==> src/rtl/r0_pkg.sv <==
// ============================================================================
// Module : r0_pkg
// Brief  : Shared constants for the R0 status word and its context stack.
// Rev    : 1.0  initial release
// ============================================================================
`default_nettype none

package r0_pkg;

    localparam int unsigned R0_FLAGS_DEF  = 16;
    localparam logic [15:0] R0_STICKY_DEF = 16'h2000;

    // Flag indices use the bus convention: index 0 is the MSB of the word.
    localparam int unsigned R0_Z = 0;
    localparam int unsigned R0_M = 1;
    localparam int unsigned R0_V = 2;
    localparam int unsigned R0_C = 3;
    localparam int unsigned R0_L = 4;
    localparam int unsigned R0_E = 5;
    localparam int unsigned R0_G = 6;
    localparam int unsigned R0_Y = 7;
    localparam int unsigned R0_X = 8;

    function automatic logic [15:0] r0_bit(input int unsigned idx);
        return 16'h8000 >> idx;
    endfunction

endpackage

`default_nettype wire

==> src/rtl/r0_ctx_lifo.sv <==
// ============================================================================
// Module : r0_ctx_lifo
// Brief  : DEPTH x FLAGS context stack with level counter and request decode.
//          Storage is built only when R0_CTX_STACK_EN is defined.
// Rev    : 1.0  initial release
// ============================================================================
`default_nettype none

module r0_ctx_lifo #(
    parameter int unsigned FLAGS = 16,
    parameter int unsigned DEPTH = 4,
    parameter int unsigned LW    = $clog2(DEPTH + 1)
) (
    input  logic             clk_sys,
    input  logic             zer,
    input  logic             push,
    input  logic             pop,
    input  logic [FLAGS-1:0] din,
    output logic [FLAGS-1:0] dout,
    output logic             pop_ok,
    output logic [LW-1:0]    lvl,
    output logic             empty,
    output logic             full,
    output logic             err
);

    logic r_err;

`ifdef R0_CTX_STACK_EN
    localparam int unsigned AW = (DEPTH > 1) ? $clog2(DEPTH) : 1;

    logic [FLAGS-1:0] r_mem [2**AW];
    logic [LW-1:0]    r_lvl;
    logic             w_push_ok;
    logic             w_pop_ok;
    logic             w_bad;
    logic [AW-1:0]    w_rd_idx;

    always_comb begin
        w_push_ok = push & ~pop & (r_lvl != LW'(DEPTH));
        w_pop_ok  = pop & ~push & (r_lvl != '0);
        w_bad     = (push | pop) & ~w_push_ok & ~w_pop_ok;
        w_rd_idx  = AW'(r_lvl - LW'(1));
    end

    always_ff @(posedge clk_sys) begin
        if (zer) begin
            r_lvl <= '0;
            r_err <= 1'b0;
        end else begin
            r_err <= w_bad;
            if (w_push_ok)
                r_lvl <= r_lvl + LW'(1);
            else if (w_pop_ok)
                r_lvl <= r_lvl - LW'(1);
        end
    end

    // Contents are don't-care after reset, so the array carries no reset.
    always_ff @(posedge clk_sys) begin
        if (!zer && w_push_ok)
            r_mem[r_lvl[AW-1:0]] <= din;
    end

    assign dout   = r_mem[w_rd_idx];
    assign pop_ok = w_pop_ok;
    assign lvl    = r_lvl;
    assign empty  = (r_lvl == '0);
    assign full   = (r_lvl == LW'(DEPTH));
`else
    logic w_unused;
    assign w_unused = ^din;

    always_ff @(posedge clk_sys) begin
        if (zer)
            r_err <= 1'b0;
        else
            r_err <= push | pop;
    end

    assign dout   = '0;
    assign pop_ok = 1'b0;
    assign lvl    = '0;
    assign empty  = 1'b1;
    assign full   = 1'b1;
`endif

    assign err = r_err;

endmodule

`default_nettype wire

==> src/rtl/r0_ctx.sv <==
// ============================================================================
// Module : r0_ctx
// Brief  : R0 status word with per-bit bus writes, condition updates, sticky
//          bits and a context stack (enabled by R0_CTX_STACK_EN).
// Rev    : 1.0  initial release
// ============================================================================
`default_nettype none

module r0_ctx
    import r0_pkg::*;
#(
    parameter int unsigned      FLAGS  = R0_FLAGS_DEF,
    parameter int unsigned      DEPTH  = 4,
    parameter logic [FLAGS-1:0] STICKY = FLAGS'(R0_STICKY_DEF)
) (
    input  logic                         clk_sys,
    input  logic                         zer,
    input  logic [FLAGS-1:0]             w,
    input  logic [FLAGS-1:0]             w_mask,
    input  logic [FLAGS-1:0]             upd_mask,
    input  logic [FLAGS-1:0]             upd_val,
    input  logic                         push,
    input  logic                         pop,
    output logic [FLAGS-1:0]             r0,
    output logic [$clog2(DEPTH+1)-1:0]   lvl,
    output logic                         empty,
    output logic                         full,
    output logic                         err
);

    localparam int unsigned LW = $clog2(DEPTH + 1);

    logic [FLAGS-1:0] r_r0;
    logic [FLAGS-1:0] w_upd;
    logic [FLAGS-1:0] w_r0_nxt;
    logic [FLAGS-1:0] w_top;
    logic             w_pop_ok;

    r0_ctx_lifo #(
        .FLAGS (FLAGS),
        .DEPTH (DEPTH),
        .LW    (LW)
    ) u_lifo (
        .clk_sys (clk_sys),
        .zer     (zer),
        .push    (push),
        .pop     (pop),
        .din     (r_r0),
        .dout    (w_top),
        .pop_ok  (w_pop_ok),
        .lvl     (lvl),
        .empty   (empty),
        .full    (full),
        .err     (err)
    );

    // Bus write beats condition update; sticky bits can only be set by updates.
    always_comb begin
        w_upd = r_r0;
        for (int i = 0; i < int'(FLAGS); i++) begin
            if (w_mask[i])
                w_upd[i] = w[i];
            else if (upd_mask[i])
                w_upd[i] = upd_val[i] | (STICKY[i] & r_r0[i]);
        end
        w_r0_nxt = w_pop_ok ? w_top : w_upd;
    end

    always_ff @(posedge clk_sys) begin
        if (zer)
            r_r0 <= '0;
        else
            r_r0 <= w_r0_nxt;
    end

    assign r0 = r_r0;

endmodule

`default_nettype wire

==> config.mk <==
export PLATFORM = sky130hd
export DESIGN_NAME = r0_ctx
export DESIGN_NICKNAME = d
export VERILOG_FILES = /design/src/rtl/r0_pkg.sv /design/src/rtl/r0_ctx_lifo.sv /design/src/rtl/r0_ctx.sv
export SDC_FILE = /design/constraint.sdc
export NUM_CORES = 1
export LEC_CHECK = 0
export ABC_AREA = 1
export BUFFER_PORTS_ARGS = -buffer_cell sky130_fd_sc_hd__clkbuf_2
export CORE_ASPECT_RATIO = 0.6
export CORE_MARGIN = 2
export CORE_UTILIZATION = 39
export DETAILED_ROUTE_END_ITERATION = 8
export GPL_TIMING_DRIVEN = 1
export HOLD_SLACK_MARGIN = 0.02
export PLACE_DENSITY = 0.9
export REMOVE_ABC_BUFFERS = 1
export SLEW_MARGIN = 20
export SYNTH_ARGS = -nofsm -noshare
export SYNTH_HDL_FRONTEND = slang
export SYNTH_SLANG_ARGS = --single-unit
==> constraint.sdc <==
create_clock -name clk_sys -period 1.5 [get_ports clk_sys]
set_input_delay 0.3 -clock clk_sys [delete_from_list [all_inputs] [get_ports clk_sys]]
set_output_delay 0.3 -clock clk_sys [all_outputs]
set_load 0.01 [all_outputs]
; After elaboration in Yosys (flattened, before gate mapping)
; Cells that the tools add are included.
[word_totals]
ff_bits = 17
inputBits = 68
output_inout_bits = 22
wordCells = 67
[op_classes]
muxes = 32
n_bitwise = 2
n_reduce_logical = 16
[ops]
columns = cell, n
row1 = $mux 1, 32
row2 = $reduce_bool 2->1, 16
row3 = $or 1x1->1, 2

; Depth between registers and ports, before layout
; Gate-level depths: netlist of the first run.
[depth]
word_depth = 3
ltp_mapped = 4

; Cells and area by module
; From an unflattened synthesis of the first run, not the netlist that was laid out.
[unflattened]
hier_cells = 207
hier_area_um2 = 1333.8
[modules_own_cells]
columns = mod, n_inst, cells_each, area_each_um2
row1 = r0_ctx, 1, 180, 1133.6
row2 = r0_ctx_lifo, 1, 27, 200.2

; Worst setup path before layout of the first run
; OpenSTA, ideal clock, no wires.
[synth_path]
path_kind = input port to flip-flop
start = input zer
end = register r_r0[10], in the netlist r0[10]
setup_ns = 0.062
t_arrival_ns = 0.646
t_required_ns = 1.438
path_slack_ns = 0.793
stages = 4
n_path_buf = 1
cell_sequence = inv_2 > buf_12 > o21ai_2 > nor2_2
[synth_lines]
columns = element, line_no
row1 = start: declaration, r0_ctx.sv:17  ; input logic zer,
row2 = end signal: assignment, r0_ctx.sv:73  ; r_r0 <= w_r0_nxt;
row3 = end: declaration, r0_ctx.sv:33  ; logic [FLAGS-1:0] r_r0;

; Worst setup path after layout of the first run
[layout_path]
start = register r_r0[7], in the netlist r0[7]
end = output r0[7]
[layout_lines]
columns = element, line_no
row1 = end: declaration, r0_ctx.sv:24  ; output logic [FLAGS-1:0] r0,
; No word-level cell between the ends.

==> results of run 1 <==
-- power by group through the flow --
stage / Clock [mW] / Sequential [mW] / Combinational, mW
after global routing: 0.368 / 0.506 / 0.308
after CTS: 0.351 / 0.501 / 0.272
after global placement: 0 / 0.510 / 0.266
after floorplan: 0 / 0.527 / 0.115
after detailed placement: 0 / 0.511 / 0.271
final: 0.334 / 0.501 / 0.268
-- worst paths after layout --
check	endpoint	slack, ns	start	cells after the start
max	r0[7]	0.46	r0[7]$_SDFFE_PP0P_	1
min reg2reg	r0[0]$_SDFFE_PP0P_	0.56	r0[0]$_SDFFE_PP0P_	4
min	u_lifo.err$_SDFF_PP0_	0.23	zer	2
max reg2reg	r0[2]$_SDFFE_PP0P_	0.84	r0[2]$_SDFFE_PP0P_	4
-- layout make-up --
class,instances,area [µm²]
Sequential cell,17,340
Clock buffer,3,41.3
Clock inverter,1,5.00
Timing Repair Buffer,84,420
Tap cell,30,37.5
Inverter,33,124
Fill cell,231,827
Multi-Input combinational cell,102,465
-- cell families (layout without fill, tap and decap cells) --
family / count (synthesis) / in the layout
compound gates: 16 / 16
buf+inv: 39 / 121
other cells: 2 / 5
flops: 17 / 17
simple gates: 81 / 81
-- cell usage in the layout, fill, tap and decap left out --
master / synthesis / final
clkinv_2: 0 / 1
nor2_1: 39 / 39
inv_2: 1 / 1
clkbuf_8: 0 / 3
clkbuf_2: 0 / 84
nor2_2: 10 / 10
conb_1: 2 / 5
o21ai_2: 10 / 10
nand2_1: 32 / 32
dfxtp_1: 17 / 17
o21ai_0: 6 / 6
inv_1: 32 / 32
-- sequential cells by signal, indices dropped and copies added, names as in the netlist --
| signal | count |
|---|---|
| u_lifo.err | 1 |
| r0 | 16 |
-- stage by stage --
step / hold slack, ns / util, %
4_1_cts: 0.224 / 63.4
3_3_place_gp: 0.501 / 61.4
3_5_place_dp: 0.497 / 61.4
5_1_grt: 0.234 / 63.4
6_report: 0.234 / 63.4
2_1_floorplan: 0.372 / -
-- routing by layer --
layer | up-vias | global-route usage (%) | wire length [µm]
met2 | 51 | 27.1 | 889
met1 | 402 | 16.0 | 951
met4 | 0 | 4.80 | 21
li1 | 606 | - | -
met5 | - | 0 | 0
met3 | 2 | 5.84 | 234
==> results.sh, run 1 <==
export IMPL_hpwl_um=1840
export IMPL_ctsHoldBuffers=0
export IMPL_drt_iter0_markers=18
export IMPL_drv_cap=0
export IMPL_area_growth_pct=46.9
export IMPL_synth_xor_xnor_area_share_pct=0
export IMPL_syn_inst=155
export IMPL_htreeDepth=1
export IMPL_p_total_mw=1.10
export IMPL_grt_pass1_vias=937
export IMPL_post_place_cells=266
export IMPL_synth_cell_types=11
export IMPL_synth_edf_count=0
export IMPL_cts_tree="built"
export IMPL_peakVddDrop_uv=509
export IMPL_required_ns=1.20
export IMPL_clock_root_buffer="clkbuf_8"
export IMPL_core_area_um2=2260
export IMPL_fin_area_um2=1430
export IMPL_synth_avg_cell_area_um2=6.30
export IMPL_grt_start_max_net_pins=17
export IMPL_post_place_ws_ns=0.474
export IMPL_row_count=13
export IMPL_p_comb_share_pct=24.3
export IMPL_initial_core_util_pct=43.2
export IMPL_worst_slack_ns=0.463
export IMPL_post_cts_resized=0
export IMPL_synth_most_common_cell="nor2_1"
export IMPL_grt_ovfl_total=0
export IMPL_crit_type="flop to output pin"
export IMPL_switchingPower_uw=301
export IMPL_clock_sinks=17
export IMPL_synth_area_leaders="dfxtp_1, nor2_1, inv_1"
export IMPL_antenna_found_initial=0
export IMPL_drc=0
export IMPL_status="completed"
export IMPL_wirelength_um=2100
export IMPL_post_synth_mux_area_share_pct=0
export IMPL_dpl_cell_area_um2=1390
export IMPL_fin_tns_setup_ns=0
export IMPL_mappedNetlistArea_um2=976
export IMPL_ys_flop_type="dfxtp_1"
export IMPL_intPower_uw=802
export IMPL_hp_class="primary input to flop"
export IMPL_cp_slowest_stage_delay_ns=0.35
export IMPL_dr_pass1_iters=4
export IMPL_synth_top_area_share_pct=34.9
export IMPL_die_area_um2=2930
export IMPL_worstPathArrival_ns=0.74
export IMPL_critPathBufInv=1
export IMPL_setup_viol=0
export IMPL_rsz0062_at_grt="false"
export IMPL_finalCriticalPeriod_ns=1.04
export IMPL_numCtsBuffers=3
export IMPL_synth_async_sr_flop_share_pct=0
export IMPL_powerDensity_nw_per_um2=769
export IMPL_yosysTopAreaCell="dfxtp_1"
export IMPL_p_leak_nw=0.892
export IMPL_path_delay_family="flip-flops"
export IMPL_ios=90
export IMPL_fin_skew_ns=0
export IMPL_crit_path_end_kind="output pin"
export IMPL_slew_viol_final=0
export IMPL_clockPowerShare_pct=30.3
export IMPL_final_hold_viol_count=0
export IMPL_cpMaxStageDelayCell="dfxtp_1"
export IMPL_grtUsageTotal_pct=15.1
export IMPL_cp_max_fo=2
export IMPL_post_cts_buffers=0
export IMPL_routedWlPerCell_um=7.76
export IMPL_grt_pass1_wl_um=3330
export IMPL_pwr_share_seq_pct=45.4
export IMPL_clk_path_buf_depth=2
export IMPL_ys_warn_count=0
export IMPL_clkTransAtPathRegs_ns=0.07
export IMPL_synth_compound_area_share_pct=12.1
export IMPL_ys_seq_area_share_pct=34.9
export IMPL_antenna_cells=0
export IMPL_synthAdderAreaFrac_pct=0
export IMPL_instances_no_fill=270
export IMPL_avgViaCountPerCell=3.93
export IMPL_cp_start_kind="flop"
export IMPL_post_route_period_util_pct=69.1
export IMPL_vias=1061
export IMPL_path_cells="clkbuf_2"
export IMPL_ys_seq_elements=17
export IMPL_fmax_mhz=965
export IMPL_ant_nets=0
export IMPL_synth_simple_area_share_pct=33.7
export IMPL_worstSkewPairLatency_ns=0.24
export IMPL_ys_top_cells_by_count="nor2_1, inv_1, nand2_1, dfxtp_1"
export IMPL_synth_top_family_by_area="simple AND/OR/NAND/NOR gates"
export IMPL_die_h_um=42.8
export IMPL_final_nets=309
export IMPL_die_w_um=68.6
export IMPL_drive_above_1_share_pct=45.4
export IMPL_place_congestion=0.660
export IMPL_io_buffers=84
export IMPL_power_share_switching_pct=27.3
Power figures use the tool's default switching activity.
==> run 2: changes to the inputs <==
--- a/config.mk
+++ b/config.mk
@@ -5,15 +5,15 @@
 export SDC_FILE = /design/constraint.sdc
 export NUM_CORES = 1
 export LEC_CHECK = 0
-export ABC_AREA = 1
+export ABC_AREA = 0
 export BUFFER_PORTS_ARGS = -buffer_cell sky130_fd_sc_hd__clkbuf_2
 export CORE_ASPECT_RATIO = 0.6
 export CORE_MARGIN = 2
-export CORE_UTILIZATION = 39
+export CORE_UTILIZATION = 35
 export DETAILED_ROUTE_END_ITERATION = 8
 export GPL_TIMING_DRIVEN = 1
 export HOLD_SLACK_MARGIN = 0.02
-export PLACE_DENSITY = 0.9
+export PLACE_DENSITY = 0.85
 export REMOVE_ABC_BUFFERS = 1
 export SLEW_MARGIN = 20
 export SYNTH_ARGS = -nofsm -noshare
==> constraint.sdc (replaced) <==
create_clock -name clk_sys -period 1 [get_ports clk_sys]
set_input_delay 0.2 -clock clk_sys [delete_from_list [all_inputs] [get_ports clk_sys]]
set_output_delay 0.2 -clock clk_sys [all_outputs]
set_load 0.01 [all_outputs]
==> run 2 against run 1 <==
Against the previous run: clock power rose by 53%; largest cell class unchanged; largest power group unchanged; first-iteration DRC count fell by 100%; flip-flop and latch count unchanged; critical path type unchanged.
==> results.sh, run 2 <==
export IMPL_worstSkewPairLatency_ns=0.25
export IMPL_cp_start_kind="flop"
export IMPL_synth_top_family_by_area="compound AO/OA/AOI/OAI gates"
export IMPL_hpwl_um=1670
export IMPL_cp_slowest_stage_delay_ns=0.35
export IMPL_cp_max_fo=2
export IMPL_drv_cap=0
export IMPL_final_hold_viol_count=0
export IMPL_grt_start_max_net_pins=18
export IMPL_synth_edf_count=0
export IMPL_io_buffers=84
export IMPL_die_h_um=43.3
export IMPL_initial_core_util_pct=36.5
export IMPL_status="completed"
export IMPL_p_total_mw=1.63
export IMPL_area_growth_pct=50.1
export IMPL_wirelength_um=1860
export IMPL_grt_pass1_wl_um=3170
export IMPL_grtUsageTotal_pct=13.6
export IMPL_final_nets=244
export IMPL_ys_warn_count=0
export IMPL_syn_inst=91
export IMPL_path_delay_family="flip-flops"
export IMPL_core_area_um2=2470
export IMPL_post_synth_mux_area_share_pct=16.7
export IMPL_antenna_found_initial=0
export IMPL_mappedNetlistArea_um2=901
export IMPL_required_ns=0.80
export IMPL_drive_above_1_share_pct=55.4
export IMPL_numCtsBuffers=3
export IMPL_drc=0
export IMPL_synth_cell_types=12
export IMPL_clock_sinks=17
export IMPL_rsz0062_at_grt="false"
export IMPL_routedWlPerCell_um=9.00
export IMPL_place_congestion=0.673
export IMPL_ios=90
export IMPL_ant_nets=0
export IMPL_synth_avg_cell_area_um2=9.90
export IMPL_antenna_cells=0
export IMPL_fmax_mhz=1060
export IMPL_ys_flop_type="dfxtp_1"
export IMPL_die_w_um=69.5
export IMPL_dr_pass1_iters=1
export IMPL_post_route_period_util_pct=93.9
export IMPL_yosysTopAreaCell="dfxtp_1"
export IMPL_largest_register_ffs=16
export IMPL_fin_skew_ns=0
export IMPL_peakVddDrop_uv=653
export IMPL_final_cell_mix="clkbuf_2, dfxtp_1, nor2b_1"
export IMPL_setup_viol=0
export IMPL_drt_iter0_markers=0
export IMPL_vias=890
export IMPL_clk_path_buf_depth=2
export IMPL_crit_type="flop to output pin"
export IMPL_cpMaxStageDelayCell="dfxtp_1"
export IMPL_worstPathArrival_ns=0.74
export IMPL_avgViaCountPerCell=4.30
export IMPL_htreeDepth=1
export IMPL_critPathBufInv=1
export IMPL_crit_path_end_kind="output pin"
export IMPL_hp_class="primary input to flop"
export IMPL_finalCriticalPeriod_ns=0.939
export IMPL_synth_area_leaders="dfxtp_1, mux2i_1, a211oi_2"
export IMPL_post_cts_buffers=0
export IMPL_grt_pass1_vias=821
export IMPL_synth_async_sr_flop_share_pct=0
export IMPL_final_common_cell="clkbuf_2"
export IMPL_cts_tree="built"
export IMPL_die_area_um2=3010
export IMPL_path_cells="clkbuf_2"
export IMPL_synth_top_area_share_pct=37.8
export IMPL_ys_top_cells_by_count="dfxtp_1, nor2b_1, inv_1, mux2i_1, a211oi_2"
export IMPL_slew_viol_final=0
export IMPL_row_count=14
export IMPL_synthAdderAreaFrac_pct=0
export IMPL_powerDensity_nw_per_um2=1200
export IMPL_fin_tns_setup_ns=0
export IMPL_synth_simple_area_share_pct=12.5
export IMPL_ctsHoldBuffers=0
export IMPL_post_cts_resized=0
export IMPL_synth_xor_xnor_area_share_pct=0
export IMPL_synth_most_common_cell="dfxtp_1"
export IMPL_clkTransAtPathRegs_ns=0.07
export IMPL_grt_ovfl_total=0
export IMPL_p_leak_nw=0.767
export IMPL_ys_seq_elements=17
export IMPL_ys_seq_area_share_pct=37.8
export IMPL_synth_compound_area_share_pct=18.3
export IMPL_clock_root_buffer="clkbuf_8"
==> run 2: cell types whose count changed in the layout (fill, tap and decap cells not counted), sizes merged <==
cell / before / now
nor2: 49 / 2
o21ai: 16 / 0
nor3: 0 / 1
clkinv: 1 / 0
nor2b: 0 / 16
nand2: 32 / 0
a211oi: 0 / 16
clkinvlp: 0 / 1
inv: 33 / 15
mux2i: 0 / 15
==> run 2: path summary, 6_finish.rpt <==
check	start	end	slack, ns	cells past startpoint
setup / recovery	r0[0]$_SDFFE_PP0P_	r0[0]	0.06	1
hold / removal	push	u_lifo.err$_SDFF_PP0_	0.16	3
setup reg to reg	r0[0]$_SDFFE_PP0P_	r0[0]$_SDFFE_PP0P_	0.28	2
hold reg to reg	r0[1]$_SDFFE_PP0P_	r0[1]$_SDFFE_PP0P_	0.56	2
==> run 2: metrics by stage <==
| stage | util (%) | area (µm²) | setup WS (ns) | hold slack, ns | cells |
|---|---|---|---|---|---|
| global route | 54.8 | 1350 | 0.0280 | 0.166 | 207 |
| CTS | 54.8 | 1350 | 0.0523 | 0.148 | 207 |
| global placement | 52.8 | 1300 | 0.179 | 0.413 | 203 |
| detailed placement | 52.8 | 1300 | 0.141 | 0.417 | 203 |
| finish | 54.8 | 1350 | 0.0609 | 0.158 | 207 |
| floorplan | - | 843 | 0.288 | 0.265 | 87 |
==> run 2: where the power goes <==
part | switching (mW) | leakage [nW] | internal (mW)
clock | 0.230 | 0.0217 | 0.280
sequential | 0.0246 | 0.142 | 0.729
combinational | 0.160 | 0.604 | 0.205
total | 0.414 | 0.767 | 1.21
==> run 2: area by class of cell <==
cell class | instances | area [µm²]
fillers | 240 | 1120
multi-input cells | 55 | 447
repair buffers | 84 | 420
flip-flops and latches | 17 | 340
inverters | 15 | 56.3
clock buffers | 3 | 41.3
well taps | 32 | 40.0
clock inverters | 1 | 7.51
==> run 2: cell families (layout without fill, tap and decap cells) <==
group           after synthesis  count (layout)
buf+inv                      22             103
simple gates                 19              19
flops                        17              17
compound gates               16              16
mux                          15              15
other cells                   2               5
==> run 2: routing by layer <==
| layer | global-route usage, % | routed length [µm] | vias to the layer above | part of all wire, % |
|---|---|---|---|---|
| li1 | - | - | 462 | - |
| met1 | 15.2 | 741 | 386 | 40 |
| met2 | 23.5 | 914 | 42 | 49 |
| met3 | 6.89 | 207 | 0 | 11 |
| met4 | 3.53 | 0 | 0 | 0 |
| met5 | 0 | 0 | - | 0 |
